`src/rtl/spi_frame_pkg.sv`:
```
// Shared constants and state encoding for the SPI frame receiver.
package spi_frame_pkg;

    localparam int unsigned FRAME_W = 16;

    localparam logic [7:0] ADDR_R   = 8'd1;
    localparam logic [7:0] ADDR_G   = 8'd2;
    localparam logic [7:0] ADDR_B   = 8'd3;
    localparam logic [7:0] DUTY_RST = 8'hFF;

    typedef enum logic [1:0] {
        IDLE,
        SHIFT,
        COMMIT,
        REJECT
    } state_t;

endpackage

```
`src/rtl/spi_frame_rx_sync_edge.sv`:
```
// Multi-flop synchroniser for one asynchronous input, with rise/fall pulses
// derived from the last synchroniser flop and one extra delay flop.
module sync_edge #(
    parameter int unsigned SYNC_STAGES = 2,
    parameter logic        RST_VAL     = 1'b0
) (
    input  logic clk,
    input  logic rst,
    input  logic din,
    output logic dout,
    output logic rise,
    output logic fall
);

    logic [SYNC_STAGES-1:0] chain;
    logic                   dly;

    always_ff @(posedge clk or posedge rst) begin
        if (rst) begin
            chain <= {SYNC_STAGES{RST_VAL}};
            dly   <= RST_VAL;
        end else begin
            chain <= {chain[SYNC_STAGES-2:0], din};
            dly   <= chain[SYNC_STAGES-1];
        end
    end

    assign dout = chain[SYNC_STAGES-1];
    assign rise = dout & ~dly;
    assign fall = ~dout & dly;

endmodule

```
`src/rtl/spi_frame_rx.sv`:
```
// SPI frame receiver: synchronises sck/cs_n/mosi, assembles 16-bit frames and
// decodes them into RGB duty registers. Optional MISO echo: SPI_FRAME_RX_MISO_EN.
module spi_frame_rx #(
    parameter int unsigned SYNC_STAGES = 2,
    parameter int unsigned FRAME_W     = spi_frame_pkg::FRAME_W,
    parameter int unsigned ERR_W       = 8
) (
    input  logic             clk,
    input  logic             rst,
    input  logic             spi_sck,
    input  logic             spi_cs_n,
    input  logic             spi_mosi,
    output logic [7:0]       pwm_val_r,
    output logic [7:0]       pwm_val_g,
    output logic [7:0]       pwm_val_b,
    output logic             pwm_en,
    output logic             wr_stb,
    input  logic             err_clr,
    output logic [ERR_W-1:0] err_cnt
`ifdef SPI_FRAME_RX_MISO_EN
    ,
    output logic             spi_miso
`endif
);

    import spi_frame_pkg::*;

    localparam int unsigned      CNT_W    = $clog2(FRAME_W + 2);
    localparam int unsigned      IDX_W    = $clog2(FRAME_W);
    localparam logic [CNT_W-1:0] CNT_FULL = CNT_W'(FRAME_W);
    localparam logic [CNT_W-1:0] CNT_OVR  = CNT_W'(FRAME_W + 1);

    logic sck_lvl, sck_rise, sck_fall;
    logic cs_lvl, cs_rise, cs_fall;
    logic mosi_s, mosi_rise, mosi_fall;

    // cs_n chain resets to "asserted" so a cs_n already low at reset release
    // never looks like a fresh frame start.
    sync_edge #(.SYNC_STAGES(SYNC_STAGES), .RST_VAL(1'b0)) u_sync_sck (
        .clk(clk), .rst(rst), .din(spi_sck), .dout(sck_lvl), .rise(sck_rise), .fall(sck_fall)
    );
    sync_edge #(.SYNC_STAGES(SYNC_STAGES), .RST_VAL(1'b0)) u_sync_cs (
        .clk(clk), .rst(rst), .din(spi_cs_n), .dout(cs_lvl), .rise(cs_rise), .fall(cs_fall)
    );
    sync_edge #(.SYNC_STAGES(SYNC_STAGES), .RST_VAL(1'b0)) u_sync_mosi (
        .clk(clk), .rst(rst), .din(spi_mosi), .dout(mosi_s), .rise(mosi_rise), .fall(mosi_fall)
    );

    state_t             state;
    logic [FRAME_W-1:0] shreg;
    logic [CNT_W-1:0]   bit_cnt;
    logic               cs_pend;
    logic [7:0]         frame_addr;
    logic [7:0]         frame_val;
    logic               addr_ok;
    logic               err_inc;

    assign frame_addr = shreg[FRAME_W-1 -: 8];
    assign frame_val  = shreg[7:0];
    assign addr_ok    = (frame_addr == ADDR_R) || (frame_addr == ADDR_G) || (frame_addr == ADDR_B);
    assign err_inc    = (state == REJECT) || ((state == COMMIT) && !addr_ok);

    always_ff @(posedge clk or posedge rst) begin
        if (rst) begin
            state     <= IDLE;
            shreg     <= '0;
            bit_cnt   <= '0;
            cs_pend   <= 1'b0;
            pwm_val_r <= DUTY_RST;
            pwm_val_g <= DUTY_RST;
            pwm_val_b <= DUTY_RST;
            pwm_en    <= 1'b0;
            wr_stb    <= 1'b0;
        end else begin
            wr_stb <= 1'b0;
            case (state)
                IDLE: begin
                    cs_pend <= 1'b0;
                    if (cs_fall || cs_pend) begin
                        state   <= SHIFT;
                        bit_cnt <= '0;
                        pwm_en  <= 1'b0;
                    end else begin
                        pwm_en <= 1'b1;
                    end
                end
                SHIFT: begin
                    // cs_n rise wins over a coincident sck rise; that bit is dropped.
                    if (cs_rise) begin
                        state <= (bit_cnt == CNT_FULL) ? COMMIT : REJECT;
                    end else if (sck_rise) begin
                        if (bit_cnt < CNT_FULL)
                            shreg[bit_cnt[IDX_W-1:0]] <= mosi_s;
                        if (bit_cnt != CNT_OVR)
                            bit_cnt <= bit_cnt + CNT_W'(1);
                    end
                end
                COMMIT: begin
                    state   <= IDLE;
                    pwm_en  <= 1'b1;
                    cs_pend <= cs_fall;
                    case (frame_addr)
                        ADDR_R: begin pwm_val_r <= frame_val; wr_stb <= 1'b1; end
                        ADDR_G: begin pwm_val_g <= frame_val; wr_stb <= 1'b1; end
                        ADDR_B: begin pwm_val_b <= frame_val; wr_stb <= 1'b1; end
                        default: ;
                    endcase
                end
                REJECT: begin
                    state   <= IDLE;
                    pwm_en  <= 1'b1;
                    cs_pend <= cs_fall;
                end
                default: state <= IDLE;
            endcase
        end
    end

    always_ff @(posedge clk or posedge rst) begin
        if (rst)
            err_cnt <= '0;
        else if (err_clr)
            err_cnt <= '0;
        else if (err_inc && (err_cnt != '1))
            err_cnt <= err_cnt + ERR_W'(1);
    end

`ifdef SPI_FRAME_RX_MISO_EN
    logic [FRAME_W-1:0] echo;

    always_ff @(posedge clk or posedge rst) begin
        if (rst) begin
            echo     <= '0;
            spi_miso <= 1'b0;
        end else begin
            if ((state == COMMIT) && addr_ok)
                echo <= shreg;
            case (state)
                IDLE:  spi_miso <= (cs_fall || cs_pend) ? echo[0] : 1'b0;
                SHIFT: begin
                    // bit_cnt already counts the bits sampled so far, so it
                    // indexes the next bit to present.
                    if (cs_rise)
                        spi_miso <= 1'b0;
                    else if (sck_fall)
                        spi_miso <= (bit_cnt < CNT_FULL) ? echo[bit_cnt[IDX_W-1:0]] : 1'b0;
                end
                default: spi_miso <= 1'b0;
            endcase
        end
    end

    logic [4:0] unused_sync;
    assign unused_sync = {sck_lvl, cs_lvl, mosi_rise, mosi_fall, 1'b0};
`else
    logic [4:0] unused_sync;
    assign unused_sync = {sck_lvl, cs_lvl, mosi_rise, mosi_fall, sck_fall};
`endif

endmodule

```
`config.mk`:
```
export PLATFORM = sky130hd
export DESIGN_NAME = spi_frame_rx
export DESIGN_NICKNAME = d
export VERILOG_FILES = /design/src/rtl/spi_frame_pkg.sv /design/src/rtl/spi_frame_rx_sync_edge.sv /design/src/rtl/spi_frame_rx.sv
export SDC_FILE = /design/constraint.sdc
export NUM_CORES = 1
export LEC_CHECK = 0
export BUFFER_PORTS_ARGS = -buffer_cell sky130_fd_sc_hd__clkbuf_2
export CAP_MARGIN = 15
export CORE_MARGIN = 2
export CORE_UTILIZATION = 35
export CTS_CLUSTER_DIAMETER = 200
export DETAILED_ROUTE_END_ITERATION = 16
export GPL_TIMING_DRIVEN = 0
export PLACE_DENSITY_LB_ADDON = 0.08
export SETUP_SLACK_MARGIN = 0.15
export SKIP_LAST_GASP = 1
export SLEW_MARGIN = 20
export SYNTH_ARGS = -nofsm -noshare
export SYNTH_HDL_FRONTEND = slang
export SYNTH_SLANG_ARGS = --single-unit
```
`constraint.sdc`:
```
create_clock -name clk -period 1.7 [get_ports clk]
set_input_delay 0.255 -clock clk [delete_from_list [all_inputs] [get_ports clk]]
set_output_delay 0.255 -clock clk [all_outputs]
set_load 0.01 [all_outputs]
```
==> results.txt, run 1 <==
Endpoint, Worst Hold: u_sync_sck.chain[0]$_DFF_PP0_
FF+latch area: 0.00169 sq mm
Reg2reg path depth: 5
Main synth FF type: dfrtp_1
Run status: finished, violations left
Starting Density: 0.363
Synthesized flop and latch total: 66
Crit Path Class: reg -> reg
FF-to-FF setup slack: -0.13 ns
Drt total wl: 6510 microns
Max Fclk: 546 MHz
Worst vdd ir: 0.000486 V
Die ar.: 0.00931 sq mm
I/O Pins: 40
Finished Layout Cells: 421
Die X: 96.5 microns
Core area: 0.00826 sq mm
Hold/Removal Path Class: in -> reg
Setup crit end kind: register
Synthesized net count: 236
Clk buf depth: 2
Max-slew headroom: 0.569
Worst EP required: 1.97 ns
Port bufs: 39
Reg clk slew, reported paths: 0.07 ns
Ant diodes: 0
Final Hold Violating Endpoints: 0
GR Overflow Total: 0
Largest net degree at the start of global routing: 29
P_leak: 1.99 nW
Vias/cell: 4.97
Hold Path Cell Cnt: 1
ANT nets after route: 0
Layout area overhead: 44.3%
H-tree levels: 3
Register area share after synthesis: 0.562
Die Span Y: 96.5 microns
Layout cells sized above 1: 0.684
RSZ-0062 raised after global routing: yes
Total power divided by cell area: 1060 mW/mm^2
Worst Tran Pin Value: 0.646 ns
First-pass GRT wire length: 10800 microns
Cell Rows: 33
Vias in the first global route: 2116
Vias: 2091
Worst setup SP type: register
1st-pass router iterations: 5
Initial antenna violation count: 0
Post-Place Cells: 371
Most frequent cells in the layout: 40 x clkbuf_2, 37 x dfrtp_1, 29 x mux2_4
GRT Util Overall: 0.154
CTS Sinks: 66
Routed length per instance: 15.5 microns
DR iter-0 viols: 37
Worst EP arrival: 2.10 ns
Net count, final: 322
Clock Root Buffer: clkbuf_8
Synth Area per Inst: 13.3 sq um
Yosys cell types: 40
Hold path startpoint: spi_sck
Failing checks: setup timing
Reg-to-Reg Start: shreg[14]$_DFFE_PP0P_
Number of flops mapped to enable cells by yosys: 0
Reg2Reg Capture Point: pwm_val_g[1]$_DFFE_PP1P_
Final Power: 4.58 mW
CTS Buf Count: 9
Post-synth ARST share: 1.00
Final worst slack: -0.130 ns
Commonest non-fill, non-tap cell in the layout: clkbuf_2
Period minus WS final: 1.83 ns
Max_cap viols: 0
Clk_lat worst skew: 0.34 ns
Max-slew violations: 0
Synth Cell Area: 0.00299 sq mm
Fillcell total: 737
TritonCTS clock tree: done
Worst-path fanout max: 8
Multi-input logic area: 0.00159 sq mm
Synth warn: 0
Worst clock skew: 0.00991 ns
Gpl congestion: 0.738
Final period util: 1.08
DP HPWL: 4090 microns
Syn Inst Count: 225
Residual DRC count: 0
Final setup vio count: 24
==> where the power goes <==
part	internal [mW]	leakage [nW]	switching [mW]	total, mW
registers	1.75	0.786	0.168	1.92
clock network	0.959	0.126	0.628	1.59
logic	0.530	1.08	0.547	1.08
==> layout make-up <==
class | count | share of cell area
buffer | 10 | 0.0220
multi-input combinational | 144 | 0.369
timing repair buffer | 75 | 0.127
clock inverter | 5 | 0.0188
tap | 105 | 0.0304
clock buffer | 11 | 0.0376
inverter | 5 | 0.00521
sequential | 66 | 0.391
==> timing repair <==
action | 4_1_cts | 5_1_grt
hold endpoints to repair | 6 | 1
setup endpoints to repair | 52 | 54
pin swaps | 23 | 17
setup buffers | 19 | 12
hold buffers | 1 | 1
resized for setup | 44 | 47
gates cloned | 1 | 0
==> cells by family (layout without fill, tap and decap cells) <==
family	after synthesis	count (layout)	synth area share
adders and majority gates	5	5	0.0209
buffers and inverters	15	106	0.0280
and+or+nand+nor	75	75	0.156
DFF	66	66	0.562
AOI/OAI and AO/OA	19	19	0.0451
muxes	45	45	0.188
==> synthesized netlist by cell type, types with 3 or more instances <==
master     n  area share
dfrtp_1   42        0.35
dfstp_2   24        0.21
nand3_1   17       0.028
mux2_4    16       0.080
mux2_2    14       0.053
mux2_1    12       0.045
nand2_1    9       0.011
nor2_1     8       0.010
a21oi_1    7       0.012
nand2b_1   7       0.015
nand4_1    7       0.015
clkbuf_1   5      0.0063
ha_1       5       0.021
inv_1      5      0.0063
and3_1     4      0.0084
nor2b_1    4      0.0084
o31ai_1    4       0.010
or4_1      4       0.010
buf_6      3       0.011
mux2i_1    3       0.010
==> per-stage QoR <==
stage	instance area, sq um	setup TNS [ns]	setup WS (ns)	hold slack, ns	util
2_1_floorplan	3070	0	0.0318	0.286	-
3_3_place_gp	3390	-3.40	-0.226	0.332	0.411
3_5_place_dp	3450	-3.92	-0.237	0.335	0.418
4_1_cts	4020	-2.11	-0.139	0.00339	0.487
5_1_grt	4320	-4.76	-0.225	0.0108	0.523
6_report	4320	-2.52	-0.130	0.0231	0.523
==> layer usage <==
| metal | part of all wire | GRT usage |
|---|---|---|
| met1 | 0.47 | 0.203 |
| met2 | 0.48 | 0.247 |
| met4 | 0.011 | 0.0423 |
| met5 | 0 | 0 |
| met3 | 0.031 | 0.0450 |
==> registers in the layout, summed over array words and instances (netlist names), 2 cells and up <==
signal,count
u_sync_cs.chain,2
pwm_val_g,8
err_cnt,8
state,2
shreg,16
pwm_val_r,8
u_sync_sck.chain,2
pwm_val_b,8
u_sync_mosi.chain,2
bit_cnt,5
==> worst max-delay path by stage <==
| stage | from | end | slack (ns) | depth (start not counted) |
|---|---|---|---|---|
| 2_1_floorplan | shreg[14]$_DFFE_PP0P_ | pwm_val_g[0]$_DFFE_PP1P_ | 0.03 | 5 |
| 4_1_cts | shreg[14]$_DFFE_PP0P_ | pwm_val_g[1]$_DFFE_PP1P_ | -0.14 | 5 |
| 3_3_place_gp | state[1]$_DFFE_PP0P_ | shreg[6]$_DFFE_PP0P_ | -0.23 | 5 |
| 3_5_place_dp | state[1]$_DFFE_PP0P_ | shreg[6]$_DFFE_PP0P_ | -0.24 | 5 |
| 5_1_grt | shreg[14]$_DFFE_PP0P_ | pwm_val_g[3]$_DFFE_PP1P_ | -0.22 | 5 |
| 6_report | shreg[14]$_DFFE_PP0P_ | pwm_val_g[1]$_DFFE_PP1P_ | -0.13 | 5 |
==> critical path, cell delays in order, from the launching register on <==
cell     delay [ns]
dfrtp_1        0.41
nor4_4         0.36
nand3_2        0.14
or3b_1         0.38
buf_6          0.17
mux2_4         0.30
Power figures use the tool's default switching activity.
==> run 2: changes to the inputs <==
Settings changed: CELL_PAD_IN_SITES_DETAIL_PLACEMENT set to 2, CELL_PAD_IN_SITES_GLOBAL_PLACEMENT set to 2.
==> run 2 against run 1 <==
The run still ends with setup timing left; sequential cell count is the same; cell area shrank 0.87%; first-iteration DRC count grew 100%; global-route usage grew 2.5 points; utilization shrank 0.45 points; routed wire length grew 39%; largest power group unchanged; clock power shrank 14%; sequential power is essentially flat.
==> results.txt, run 2 (synthesis gave the netlist of run 1 again) <==
Run status: finished, violations left
Failing checks: setup timing
Worst Tran Pin Value: 0.570 ns
1st-pass router iterations: 4
Ant diodes: 0
Logic pwr share: 0.264
Worst EP required: 1.96 ns
Largest net degree at the start of global routing: 32
Cell Rows: 33
Starting Density: 0.363
Gpl congestion: 0.702
Clk buf depth: 2
ANT nets after route: 0
RSZ-0062 raised after global routing: yes
Die X: 96.5 microns
H-tree levels: 3
Switching pwr: 1.49 mW
Slowest library cell on the worst path: dfrtp_1
Setup crit end kind: register
Core area: 0.00826 sq mm
Reg2Reg Capture Point: pwm_val_r[5]$_DFFE_PP1P_
Worst setup SP type: register
Clock Root Buffer: clkbuf_8
Final Power: 4.49 mW
Reg-to-Reg Start: shreg[10]$_DFFE_PP0P_
I/O Pins: 40
Worst clock skew: 0.0114 ns
Hold/Removal Path Class: in -> reg
Sw Ratio: 0.332
Net count, final: 319
Final Hold Violating Endpoints: 0
DP HPWL: 4790 microns
Setup Slack @ Placement: -0.263 ns
Final core occ: 0.519
Max-slew headroom: 0.620
DR iter-0 viols: 74
Residual DRC count: 0
CP Launch Point: shreg[10]$_DFFE_PP0P_
Period minus WS final: 1.91 ns
Drt total wl: 9020 microns
Routed length per instance: 21.6 microns
FF-to-FF setup slack: -0.21 ns
Worst vdd ir: 0.000409 V
First-pass GRT wire length: 12400 microns
Final Cell Area: 0.00428 sq mm
GRT Util Overall: 0.178
Final period util: 1.12
Reg clk slew, reported paths: 0.07 ns
Sequential Power Share: 0.432
Final setup vio count: 24
Vias/cell: 5.23
TritonCTS clock tree: done
Max-slew violations: 0
Commonest non-fill, non-tap cell in the layout: clkbuf_2
Die ar.: 0.00931 sq mm
Total power divided by cell area: 1050 mW/mm^2
Layout area overhead: 43.1%
Max reg flops: 16
Max Fclk: 525 MHz
Critical Path Sink: pwm_val_r[5]$_DFFE_PP1P_
Most flop-heavy register: shreg
Vias in the first global route: 2369
Clk_lat worst skew: 0.34 ns
CTS Sinks: 66
Most frequent cells in the layout: 41 x clkbuf_2, 39 x dfrtp_1, 30 x mux2_4
Area after DPL: 0.00344 sq mm
Vias: 2185
Internal Power: 3.00 mW
Clock Power Share: 0.304
Worst-path cell chain: nor4_4 > nand3_2 > or3b_1 > buf_6 > mux2_4
CP peak stage delay: 0.42 ns
Reg2reg path depth: 5
P_leak: 1.95 nW
Worst EP arrival: 2.17 ns
Initial antenna violation count: 0
Layout cells sized above 1: 0.700
Port bufs: 39
GR Overflow Total: 0
Crit Path Class: reg -> reg
Final worst slack: -0.205 ns
Die Span Y: 96.5 microns
CTS Buf Count: 9
Worst-path fanout max: 8
Max_cap viols: 0
## run 2: through the flow
| stage | instances | hold slack [ns] | TNS, ns |
|---|---|---|---|
| final | 418 | 0.0220 | -3.35 |
| after floorplan | 225 | 0.286 | 0 |
| after global placement | 369 | 0.332 | -3.64 |
| after detailed placement | 371 | 0.281 | -4.00 |
| after CTS | 410 | 0.00116 | -2.17 |
| after global routing | 418 | 0.0120 | -5.21 |
## run 2: timing repair
item                                    in CTS  in global routing
gates cloned                                 1                  0
hold buffers                                 1                  0
endpoints found under the setup margin      52                 53
endpoints found under the hold margin       14                  0
pin swaps                                   21                 15
buffers inserted                            21                  8
resized for setup                           43                 49
## run 2: per-layer routing
metal,GRT usage,up-vias,share of wire
met2,0.305,35,0.56
met4,0.0563,0,0.011
met1,0.230,1164,0.41
met3,0.0303,9,0.024
met5,0,-,0
li1,-,977,-
## run 2: worst min path at each step
stage / from / endpoint / cells after the start
finish: spi_sck / u_sync_sck.chain[0]$_DFF_PP0_ / 1
global route: spi_sck / u_sync_sck.chain[0]$_DFF_PP0_ / 1
CTS: spi_sck / u_sync_sck.chain[0]$_DFF_PP0_ / 1
detailed placement: rst / err_cnt[5]$_DFFE_PP0P_ / 2
global placement: u_sync_mosi.chain[0]$_DFF_PP0_ / u_sync_mosi.chain[1]$_DFF_PP0_ / 0
floorplan: spi_cs_n / u_sync_cs.chain[0]$_DFF_PP0_ / 0
## run 2: area by class of cell
cell class / count / area [sq um]
clock inverter: 6 / 63.8
clock buffer: 10 / 138
fill: 793 / 3970
buffer: 10 / 101
inverter: 5 / 22.5
sequential: 66 / 1690
tap: 105 / 131
multi-input combinational: 144 / 1620
timing repair buffer: 72 / 520
## run 2: critical path, delay by kind of cell (launching register included)
family	cells	cell delay, ns
and+or+nand+nor	3	0.94
DFF	1	0.42
muxes	1	0.30
buffers and inverters	1	0.18
## run 2: power by group through the flow
stage / Clock (mW) / Combinational (mW) / Sequential (mW)
2_1_floorplan: 0 / 0.501 / 1.91
5_1_grt: 1.47 / 1.28 / 1.97
3_5_place_dp: 0 / 0.711 / 1.96
3_3_place_gp: 0 / 0.686 / 1.94
4_1_cts: 1.40 / 0.957 / 1.92
6_report: 1.36 / 1.19 / 1.94
